==> config.mk <==
export PLATFORM = sky130hd
export DESIGN_NAME = mult_div_unit_flat
export DESIGN_NICKNAME = d
export VERILOG_FILES = /design/src/rtl/mult_div_unit_pkg.sv /design/src/rtl/mult_div_unit_if.sv /design/src/rtl/mult_div_unit_md_sign_fix.sv /design/src/rtl/mult_div_unit.sv /design/src/flat_wrapper.sv
export SDC_FILE = /design/constraint.sdc
export NUM_CORES = 1
export LEC_CHECK = 0
export ABC_AREA = 1
export CAP_MARGIN = 20
export CORE_ASPECT_RATIO = 0.5
export CORE_UTILIZATION = 45
export CTS_CLUSTER_SIZE = 30
export DETAILED_ROUTE_END_ITERATION = 7
export DONT_BUFFER_PORTS = 1
export GPL_TIMING_DRIVEN = 1
export HOLD_SLACK_MARGIN = 0.15
export REMOVE_ABC_BUFFERS = 1
export SYNTH_ARGS = -nofsm -noshare
export SYNTH_HDL_FRONTEND = slang
export SYNTH_SLANG_ARGS = --single-unit
==> constraint.sdc <==
create_clock -name clk -period 9.7 [get_ports clk]
set_input_delay 1.94 -clock clk [delete_from_list [all_inputs] [get_ports clk]]
set_output_delay 1.94 -clock clk [all_outputs]
set_load 0.005 [all_outputs]
==> src/rtl/mult_div_unit_pkg.sv <==
// Shared constants for the iterative multiply/divide unit: op and state encodings, bus width.
package mult_div_unit_pkg;

  localparam int MD_WIDTH       = 32;
  localparam int MULT_DIV_BUS_W = 2 * MD_WIDTH;

  typedef enum logic [1:0] {
    MD_OP_MULT  = 2'b00,
    MD_OP_MULTU = 2'b01,
    MD_OP_DIV   = 2'b10,
    MD_OP_DIVU  = 2'b11
  } md_op_t;

  typedef enum logic [1:0] {
    MD_IDLE = 2'b00,
    MD_MUL  = 2'b01,
    MD_DIV  = 2'b10,
    MD_DONE = 2'b11
  } md_state_t;

  // op[1] selects divide, op[0] selects the unsigned flavour
  function automatic logic md_is_div(input logic [1:0] op);
    return op[1];
  endfunction

  function automatic logic md_is_signed(input logic [1:0] op);
    return ~op[0];
  endfunction

endpackage

==> src/rtl/mult_div_unit_if.sv <==
// Request/response bundle between the EX stage (master) and the mult/div unit (slave).
interface mult_div_unit_if #(
  parameter int WIDTH = mult_div_unit_pkg::MD_WIDTH
) ();

  logic                 start;
  logic [1:0]           op;
  logic [WIDTH-1:0]     operand_1;
  logic [WIDTH-1:0]     operand_2;
  logic                 ex_stall;
  logic                 flush;
  logic                 done;
  logic [2*WIDTH-1:0]   result;

  modport master (
    output start, op, operand_1, operand_2, ex_stall, flush,
    input  done, result
  );

  modport slave (
    input  start, op, operand_1, operand_2, ex_stall, flush,
    output done, result
  );

endinterface

==> src/rtl/mult_div_unit_md_sign_fix.sv <==
// Conditional two's-complement negate of a {hi,lo} pair, either as two independent
// words or (joint=1) as one double-width value.
module md_sign_fix #(
  parameter int WIDTH = 32
) (
  input  logic [WIDTH-1:0] hi_in,
  input  logic [WIDTH-1:0] lo_in,
  input  logic             neg_hi,
  input  logic             neg_lo,
  input  logic             joint,
  output logic [WIDTH-1:0] hi_out,
  output logic [WIDTH-1:0] lo_out
);

  logic [2*WIDTH-1:0] pair_neg;

  assign pair_neg = -{hi_in, lo_in};

  // In joint mode neg_lo controls the whole double-width value
  always_comb begin
    hi_out = hi_in;
    lo_out = lo_in;
    if (joint) begin
      if (neg_lo) begin
        {hi_out, lo_out} = pair_neg;
      end
    end else begin
      if (neg_hi) hi_out = -hi_in;
      if (neg_lo) lo_out = -lo_in;
    end
  end

endmodule

==> src/rtl/mult_div_unit.sv <==
// Iterative multiply/divide responder for the EX stage: one result bit per cycle,
// result registered on entry to DONE and held until the next completion.
//
//   state | meaning
//   IDLE  | waiting for start; operands/op sampled here
//   MUL   | shift-add multiply, WIDTH iterations
//   DIV   | restoring divide, WIDTH iterations
//   DONE  | done=1; held while ex_stall so the held instruction is not recomputed
module mult_div_unit
  import mult_div_unit_pkg::*;
#(
  parameter int WIDTH = 32,
  parameter int CNT_W = 6
) (
  input logic              clk,
  input logic              rst,
  mult_div_unit_if.slave   md
);

  md_state_t state, state_nxt;

  logic [CNT_W-1:0]   cnt;
  logic [WIDTH-1:0]   acc_hi, acc_lo, b_reg;
  logic               is_mul, neg_hi_q, neg_lo_q;
  logic [2*WIDTH-1:0] result_q;

  logic [WIDTH-1:0]   abs_1, abs_2;
  logic [WIDTH-1:0]   addend, iter_hi, iter_lo, fix_hi, fix_lo;
  logic [WIDTH:0]     mul_sum, div_trial;
  logic               sgn, div_zero, last_iter;

  assign sgn       = md_is_signed(md.op);
  assign div_zero  = md_is_div(md.op) && (md.operand_2 == '0);
  assign last_iter = (cnt == CNT_W'(WIDTH - 1));

  md_sign_fix #(.WIDTH(WIDTH)) u_opnd_fix (
    .hi_in  (md.operand_1),
    .lo_in  (md.operand_2),
    .neg_hi (sgn & md.operand_1[WIDTH-1]),
    .neg_lo (sgn & md.operand_2[WIDTH-1]),
    .joint  (1'b0),
    .hi_out (abs_1),
    .lo_out (abs_2)
  );

  // acc_hi holds the running product high word / partial remainder;
  // acc_lo holds the multiplier being shifted out / dividend shifting into the quotient
  always_comb begin
    addend    = acc_lo[0] ? b_reg : {WIDTH{1'b0}};
    mul_sum   = {1'b0, acc_hi} + {1'b0, addend};
    div_trial = {acc_hi, acc_lo[WIDTH-1]} - {1'b0, b_reg};
    iter_hi   = acc_hi;
    iter_lo   = acc_lo;
    if (state == MD_MUL) begin
      iter_hi = mul_sum[WIDTH:1];
      iter_lo = {mul_sum[0], acc_lo[WIDTH-1:1]};
    end else if (state == MD_DIV) begin
      if (!div_trial[WIDTH]) begin
        iter_hi = div_trial[WIDTH-1:0];
      end else begin
        iter_hi = {acc_hi[WIDTH-2:0], acc_lo[WIDTH-1]};
      end
      iter_lo = {acc_lo[WIDTH-2:0], ~div_trial[WIDTH]};
    end
  end

  md_sign_fix #(.WIDTH(WIDTH)) u_result_fix (
    .hi_in  (iter_hi),
    .lo_in  (iter_lo),
    .neg_hi (neg_hi_q),
    .neg_lo (neg_lo_q),
    .joint  (is_mul),
    .hi_out (fix_hi),
    .lo_out (fix_lo)
  );

  always_ff @(posedge clk) begin
    if (rst) begin
      state <= MD_IDLE;
    end else begin
      state <= state_nxt;
    end
  end

  always_comb begin
    state_nxt = state;
    if (md.flush) begin
      state_nxt = MD_IDLE;
    end else begin
      case (state)
        MD_IDLE: begin
          if (md.start) begin
            if (div_zero)                state_nxt = MD_DONE;
            else if (md_is_div(md.op))   state_nxt = MD_DIV;
            else                         state_nxt = MD_MUL;
          end
        end
        MD_MUL, MD_DIV: if (last_iter) state_nxt = MD_DONE;
        MD_DONE:        if (!md.ex_stall) state_nxt = MD_IDLE;
        default:        state_nxt = MD_IDLE;
      endcase
    end
  end

  always_comb begin
    md.done   = (state == MD_DONE);
    md.result = result_q;
  end

  // Flush blocks every datapath update, including a completion in the same cycle
  always_ff @(posedge clk) begin
    if (rst) begin
      cnt      <= '0;
      acc_hi   <= '0;
      acc_lo   <= '0;
      b_reg    <= '0;
      is_mul   <= 1'b0;
      neg_hi_q <= 1'b0;
      neg_lo_q <= 1'b0;
      result_q <= '0;
    end else if (!md.flush) begin
      case (state)
        MD_IDLE: begin
          if (md.start) begin
            cnt      <= '0;
            acc_hi   <= '0;
            acc_lo   <= md_is_div(md.op) ? abs_1 : abs_2;
            b_reg    <= md_is_div(md.op) ? abs_2 : abs_1;
            is_mul   <= ~md_is_div(md.op);
            neg_hi_q <= sgn & md.operand_1[WIDTH-1];
            neg_lo_q <= sgn & (md.operand_1[WIDTH-1] ^ md.operand_2[WIDTH-1]);
            if (div_zero) result_q <= {md.operand_1, {WIDTH{1'b1}}};
          end
        end
        MD_MUL, MD_DIV: begin
          cnt    <= cnt + CNT_W'(1);
          acc_hi <= iter_hi;
          acc_lo <= iter_lo;
          if (last_iter) result_q <= {fix_hi, fix_lo};
        end
        default: ;
      endcase
    end
  end

endmodule

==> src/flat_wrapper.sv <==
// flat-port wrapper written by rule: the top's interface ports become plain ports
module mult_div_unit_flat import mult_div_unit_pkg::*;
#(
  parameter int WIDTH = 32,
  parameter int CNT_W = 6
)
  (clk, rst, md_start, md_op, md_operand_1, md_operand_2, md_ex_stall, md_flush, md_done, md_result);
  mult_div_unit_if #(.WIDTH(WIDTH)) md_i ();
  input logic clk;
  input logic rst;
  input wire logic [$bits(md_i.start)-1:0] md_start;
  input wire logic [$bits(md_i.op)-1:0] md_op;
  input wire logic [$bits(md_i.operand_1)-1:0] md_operand_1;
  input wire logic [$bits(md_i.operand_2)-1:0] md_operand_2;
  input wire logic [$bits(md_i.ex_stall)-1:0] md_ex_stall;
  input wire logic [$bits(md_i.flush)-1:0] md_flush;
  output wire logic [$bits(md_i.done)-1:0] md_done;
  output wire logic [$bits(md_i.result)-1:0] md_result;
  assign md_i.start = md_start;
  assign md_i.op = md_op;
  assign md_i.operand_1 = md_operand_1;
  assign md_i.operand_2 = md_operand_2;
  assign md_i.ex_stall = md_ex_stall;
  assign md_i.flush = md_flush;
  assign md_done = md_i.done;
  assign md_result = md_i.result;
  mult_div_unit #(.WIDTH(WIDTH), .CNT_W(CNT_W)) u_core (.clk(clk), .rst(rst), .md(md_i));
endmodule
==> results of run 1 <==
[synth_stat cells (all sizes together), types with 2 or more instances]
master / number / area (µm²)
nand3: 204 / 1076
a21boi: 4 / 30.03
and3: 2 / 12.51
nand2: 1010 / 3854
o31ai: 17 / 127.6
a221o: 8 / 80.08
o211ai: 25 / 187.7
and2: 4 / 25.02
xor2: 61 / 534.3
o21ai: 180 / 949.7
xnor2: 24 / 210.2
nor2: 266 / 1028
fa: 2 / 40.04
a21o: 6 / 45.04
nor4: 7 / 50.05
a31oi: 32 / 200.2
ha: 73 / 913.4
clkinv: 5 / 18.77
or2: 10 / 62.56
nor3: 33 / 180.2
inv: 440 / 1652
o21bai: 9 / 67.56
buf: 32 / 214.0
dfxtp: 171 / 3423
a21oi: 301 / 1563
clkbuf: 92 / 345.3
o221ai: 10 / 87.58
o21a: 2 / 15.01
nor3b: 2 / 15.01
a211oi: 5 / 37.54
a221oi: 7 / 61.31
nand3b: 13 / 97.59
nand4: 30 / 193.9
a22oi: 7 / 52.55
[stage by stage]
| stage | utilization (%) | area (µm²) |
|---|---|---|
| floorplan | - | 16950 |
| global placement | 46.99 | 17780 |
| detailed placement | 46.99 | 17780 |
| CTS | 48.50 | 18360 |
| global route | 48.50 | 18360 |
| finish | 48.50 | 18360 |
[power breakdown]
part	internal, mW	total [mW]	switching [mW]
clock network	0.344	0.717	0.373
logic	0.273	0.972	0.699
registers	0.728	0.763	0.0353
[final timing paths]
path / to / slack [ps]
setup / recovery: u_core.md.result[58] / 3980
hold / removal: u_core.md.result[3] / 480
hold reg to reg: u_core.md.result[3] / 480
setup reg to reg: u_core.md.result[58] / 3980
[kinds of logic after synthesis]
group                      count (synthesis)  synth area share, %
xor gates and xnor gates                  85                4.251
buffers and inverters                    569                12.73
and+or+nand+nor                         1583                37.73
adders and majority gates                 75                5.444
DFF                                      171                19.55
AOI/OAI and AO/OA                        618                20.30
[layer usage]
| metal | vias to the layer above | wire length [µm] | GRT usage [%] |
|---|---|---|---|
| li1 | 9819 | - | - |
| met5 | - | 0 | 0 |
| met4 | 0 | 1830 | 9.807 |
| met2 | 927 | 29240 | 52.85 |
| met3 | 104 | 6954 | 5.615 |
| met1 | 9205 | 33780 | 53.26 |
[cells in the final DEF, fill, tap and decap left out, types with 24 or more instances in the layout]
cell type / netlist / routed
nand2_1: 995 / 994
inv_1: 433 / 432
a21oi_1: 290 / 290
nor2_1: 256 / 254
nand3_1: 196 / 196
dfxtp_1: 171 / 170
o21ai_0: 130 / 130
ha_1: 73 / 70
xor2_1: 61 / 61
o21ai_1: 39 / 39
a31oi_1: 32 / 32
nor3_1: 30 / 29
nand4_1: 29 / 29
o211ai_1: 25 / 25
xnor2_1: 24 / 24
[area by class of cell]
class,instances,area [µm²]
fill,4183,19490
multi-input combinational,2361,11900
sequential,171,3425
inverter,445,1670
tap,520,650.6
clock buffer,18,429.2
clock inverter,14,143.9
timing repair buffer,19,142.6
[critical path: cells and delay by family (launching register included)]
family                     cells  cell delay, ps
and+or+nand+nor               20            2630
AOI/OAI and AO/OA              6            1460
buffers and inverters          3             320
DFF                            1             340
adders and majority gates      3             830
==> results.json, run 1 <==
{
  "status": "finished clean",
  "synth-async-reset-ratio_pct": 0,
  "period_needed_ps": 5722,
  "min_from": "u_core.md.result[3]",
  "syn_inst": 3101,
  "fin_ws_ps": 3978,
  "buffer_ports.inserted": 0,
  "p_total_mw": 2.452,
  "drv_cap": 0,
  "initial_core_util_pct": 46.27,
  "fp.dieW_um": 281.0,
  "hold_depth": 2,
  "dp_cells": 3516,
  "largest_reg_flops": 64,
  "holdBufCountCts": 0,
  "rsz0062_at_grt": "no",
  "cts_buffers": 17,
  "startpoint": "u_core.acc_lo[31]",
  "viasPerCell": 5.652,
  "grt_usage_pct": 35.82,
  "route.antenna.remaining_nets": 0,
  "dp_hpwl_um": 55500,
  "rr_startpoint": "u_core.acc_lo[31]",
  "nets": 3161,
  "setup_viol": 0,
  "postCtsSetupBuffers": 0,
  "stdcell_count": 3548,
  "antennaDiodeCount": 0,
  "drtIter0Drc": 2349,
  "routabilityCongestion": 1.044,
  "tns_ps": 0,
  "clockRootBuffer": "clkbuf_16",
  "grt_max_degree": 124,
  "critPathMaxFanout": 32,
  "cts.reportedPaths.clkPinSlew_ps": 80,
  "num_vias": 20055,
  "cts.repair.resized": 0,
  "timing.fmax_mhz": 174.8,
  "syn_area_per_cell_um2": 5.648,
  "cts_tree": "built",
  "dr.pass1.iters": 5,
  "hold_viol_final": 0,
  "core-area_mm2": 0.03785,
  "grt_pass1_wl_um": 108000,
  "power_density_mw_per_mm2": 133.6,
  "seq_area_frac_synth_pct": 19.55,
  "vdd_drop_max_uv": 135.6,
  "ys_warn_count": 0,
  "clock_sinks": 171,
  "timing.hold.ws_ps": 480.8,
  "wl_um": 71800,
  "grt_overflow": 0,
  "drc": 0,
  "htree_levels": 4,
  "tightest_slew_ps": 1128,
  "cpPeakStageDelay_ps": 520,
  "critPathCaptureType": "register",
  "synthToLayoutAreaGrowth_pct": 4.816,
  "power_leakage_nw": 8.873,
  "drive_gt1_share_pct": 4.491,
  "fp-row-count": 50,
  "antenna_found_initial": 0,
  "syn_area_mm2": 0.01751,
  "hold_class": "register to register",
  "ys_types": 60,
  "pin_count": 136,
  "fin_worst_skew_ps": 15.66,
  "cp.required_ps": 10060,
  "min_period_over_period_pct": 58.99,
  "synth_edf_count": 0,
  "cpMostUsedCell": "nand2_1",
  "arrival_ps": 6090,
  "clockBufferDepth": 2,
  "die_area_mm2": 0.03976,
  "ff2ff_path_depth": 32,
  "die_h_um": 141.5,
  "cpMaxStageDelayCell": "o21ai_1",
  "grt_pass1_vias": 17908,
  "synth_seq_cells": 171,
  "slew_viol_final": 0,
  "clock_latency_ps": 480,
  "avgRoutedWirePerCell_um": 20.24,
  "relSlewSlack_pct": 24.53,
  "synth_flop_cell": "dfxtp_1",
  "start_kind": "register",
  "worst-setup-path-type": "register to register",
  "detailedPlace.worstSlack_ps": 4058
}
Power figures use the tool's default switching activity.
==> inputs of run 2 (changes only) <==
- ABC_AREA: 1 -> 0
- clock period: 9.7 -> 4.8 ns (I/O delays scaled with it)
==> run 2 against run 1 <==
- first-iteration DRC count down 5.2%
- final cell count decreased by 19%
- area after synthesis shrank 9.9%
- utilization rose by 6.2 points
- sequential cell count did not move
- sequential power up 100%
- power is 89% higher
- final area rose by 2.6%
- global-route usage shrank 0.13 points
- clock skew hardly changed
==> results.json, run 2 <==
{
  "status": "finished clean",
  "avgRoutedWirePerCell_um": 22.54,
  "clock_latency_ps": 480,
  "grt_pass1_wl_um": 97390,
  "worst-setup-path-type": "register to register",
  "stdcell_count": 2873,
  "ys_types": 81,
  "arrival_ps": 5130,
  "vdd_drop_max_uv": 269.4,
  "syn_area_per_cell_um2": 7.026,
  "route.antenna.remaining_nets": 0,
  "routabilityCongestion": 1.007,
  "wl_met1_um": 28960,
  "synth.area.top_cells": "dfxtp_1, nor2_1, a21oi_1",
  "yosys-top-cells-count": "nor2_1, a21oi_1, nand2_1",
  "die_area_mm2": 0.03585,
  "slew_viol_final": 0,
  "rsz0062_at_grt": "yes",
  "grt_pass1_vias": 15915,
  "die_h_um": 134.4,
  "ys_warn_count": 0,
  "power_density_mw_per_mm2": 245.9,
  "synthToLayoutAreaGrowth_pct": 19.44,
  "critPathMaxFanout": 19,
  "largest_reg_flops": 64,
  "dp_hpwl_um": 49820,
  "buffer_ports.inserted": 0,
  "drtIter0Drc": 2227,
  "synth_seq_cells": 171,
  "initial_core_util_pct": 45.75,
  "pin_count": 136,
  "critPathCaptureType": "register",
  "dr.pass1.iters": 6,
  "min_period_over_period_pct": 98.51,
  "fin_ws_ps": 71.28,
  "wl_met2_um": 27300,
  "hold_viol_final": 0,
  "cp.required_ps": 5200,
  "core-area_mm2": 0.03447,
  "start_kind": "register",
  "seq_area_frac_synth_pct": 21.70,
  "power_leakage_nw": 7.740,
  "period_needed_ps": 4729,
  "maxUsedRoutingLayer": "met4",
  "antenna_found_initial": 0,
  "synth_top_area_share_pct": 21.70,
  "timing.fmax_mhz": 211.5,
  "fin_worst_skew_ps": 15.90,
  "nets": 2531,
  "num_vias": 17799,
  "final_cell_mix": "nor2_1, buf_4, a21oi_1, nand2_1, dfxtp_1",
  "syn_area_mm2": 0.01577,
  "syn_inst": 2245,
  "p_total_mw": 4.632,
  "tns_ps": 0,
  "antennaDiodeCount": 0,
  "htree_levels": 4,
  "clock_sinks": 171,
  "cts.reportedPaths.clkPinSlew_ps": 70,
  "drive_gt1_share_pct": 15.97,
  "viasPerCell": 6.195,
  "fp.dieW_um": 266.8,
  "synth_most_common_cell": "nor2_1",
  "drc": 0,
  "fp-row-count": 48,
  "clockBufferDepth": 2,
  "grt_overflow": 0,
  "cts_buffers": 17,
  "dp_cells": 2834,
  "wl_um": 64760,
  "drv_cap": 0,
  "grt_max_degree": 133,
  "tightest_slew_ps": 1045,
  "relSlewSlack_pct": 29.88,
  "n_fill_cell": 3408,
  "hold_class": "register to register",
  "synth_flop_cell": "dfxtp_1",
  "synth_edf_count": 0,
  "cts_tree": "built",
  "mostFrequentLayoutCell": "nor2_1",
  "detailedPlace.worstSlack_ps": -40.31,
  "grt_usage_pct": 35.69,
  "clockRootBuffer": "clkbuf_16",
  "setup_viol": 0,
  "synth-async-reset-ratio_pct": 0,
  "yosys.area.top_type": "dfxtp_1",
  "routed-wl-met3_um": 7054
}
run 2: cell types whose count changed after synthesis, sizes merged, moves of 56 or more:
cell / previous run / this run
a21oi: 301 / 223
nand2: 1010 / 212
a211oi: 5 / 70
mux2i: 0 / 56
inv: 440 / 77
nand3: 204 / 43
xnor2: 24 / 83
run 2: cells by family after synthesis:
| group | Yosys count | synth area share [%] |
|---|---|---|
| XOR/XNOR | 158 | 8.774 |
| adder cells (fa/ha/maj) | 75 | 6.045 |
| multiplexers | 65 | 4.196 |
| AND/OR/NAND/NOR | 826 | 24.30 |
| flip-flops | 171 | 21.70 |
| AO/OA/AOI/OAI | 723 | 29.49 |
| buffers and inverters | 227 | 5.489 |
run 2: routing by layer:
layer | vias to the layer above | track usage, %
met5 | - | 0
met4 | 0 | 9.515
met3 | 82 | 8.775
met2 | 841 | 53.31
met1 | 8484 | 50.66
li1 | 8392 | -
run 2: final cells by class:
cell class	instances	area (µm²)	area share, %
Multi-Input combinational cell	1847	11820	62.73
Sequential cell	171	3426	18.18
Timing Repair Buffer	271	2145	11.38
Tap cell	475	594.3	3.155
Clock buffer	18	429.2	2.278
Inverter	77	289.0	1.534
Clock inverter	14	138.9	0.7372
run 2: final timing paths:
path | from | to | slack, ps | cells after the start
worst min-delay path | u_core.b_reg[24] | u_core.b_reg[24] | 460 | 2
worst max register to register | u_core.state[0] | u_core.md.result[52] | 70 | 19
worst min register to register | u_core.b_reg[24] | u_core.b_reg[24] | 460 | 2
worst max-delay path | u_core.state[0] | u_core.md.result[52] | 70 | 19
run 2: where the power goes:
part / total, mW / internal (mW) / switching (mW)
logic: 1.67 / 0.664 / 1.00
registers: 1.53 / 1.47 / 0.0596
clock network: 1.43 / 0.695 / 0.736
run 2: stage by stage:
step	instance area, µm²	utilization, %	hold slack, ps
floorplan	15200	-	434.2
global placement	17890	51.88	443.2
detailed placement	17910	51.96	449.3
CTS	18530	53.75	457.6
global route	18840	54.65	478.9
finish	18840	54.65	457.8
run 2: what timing repair did:
item	CTS	global route
buffers inserted	0	7
pin swaps	1	22
hold buffers	0	0
setup endpoints to repair	5	28
resized for setup	7	66
run 2: critical path, cell delays in order (launching register included):
cell       delay [ps]
dfxtp_1           360
inv_1             140
ha_2              430
buf_12            220
inv_1             210
nor2_1            670
nand2_1           110
a2111oi_0         650
a311oi_2          110
ha_2              250
inv_2              60
a2111oi_2          50
nand4_1           170
buf_4             160
nor3_4             40
buf_4             130
nor4b_2           160
buf_4             130
or4_1             400
a31oi_1           170
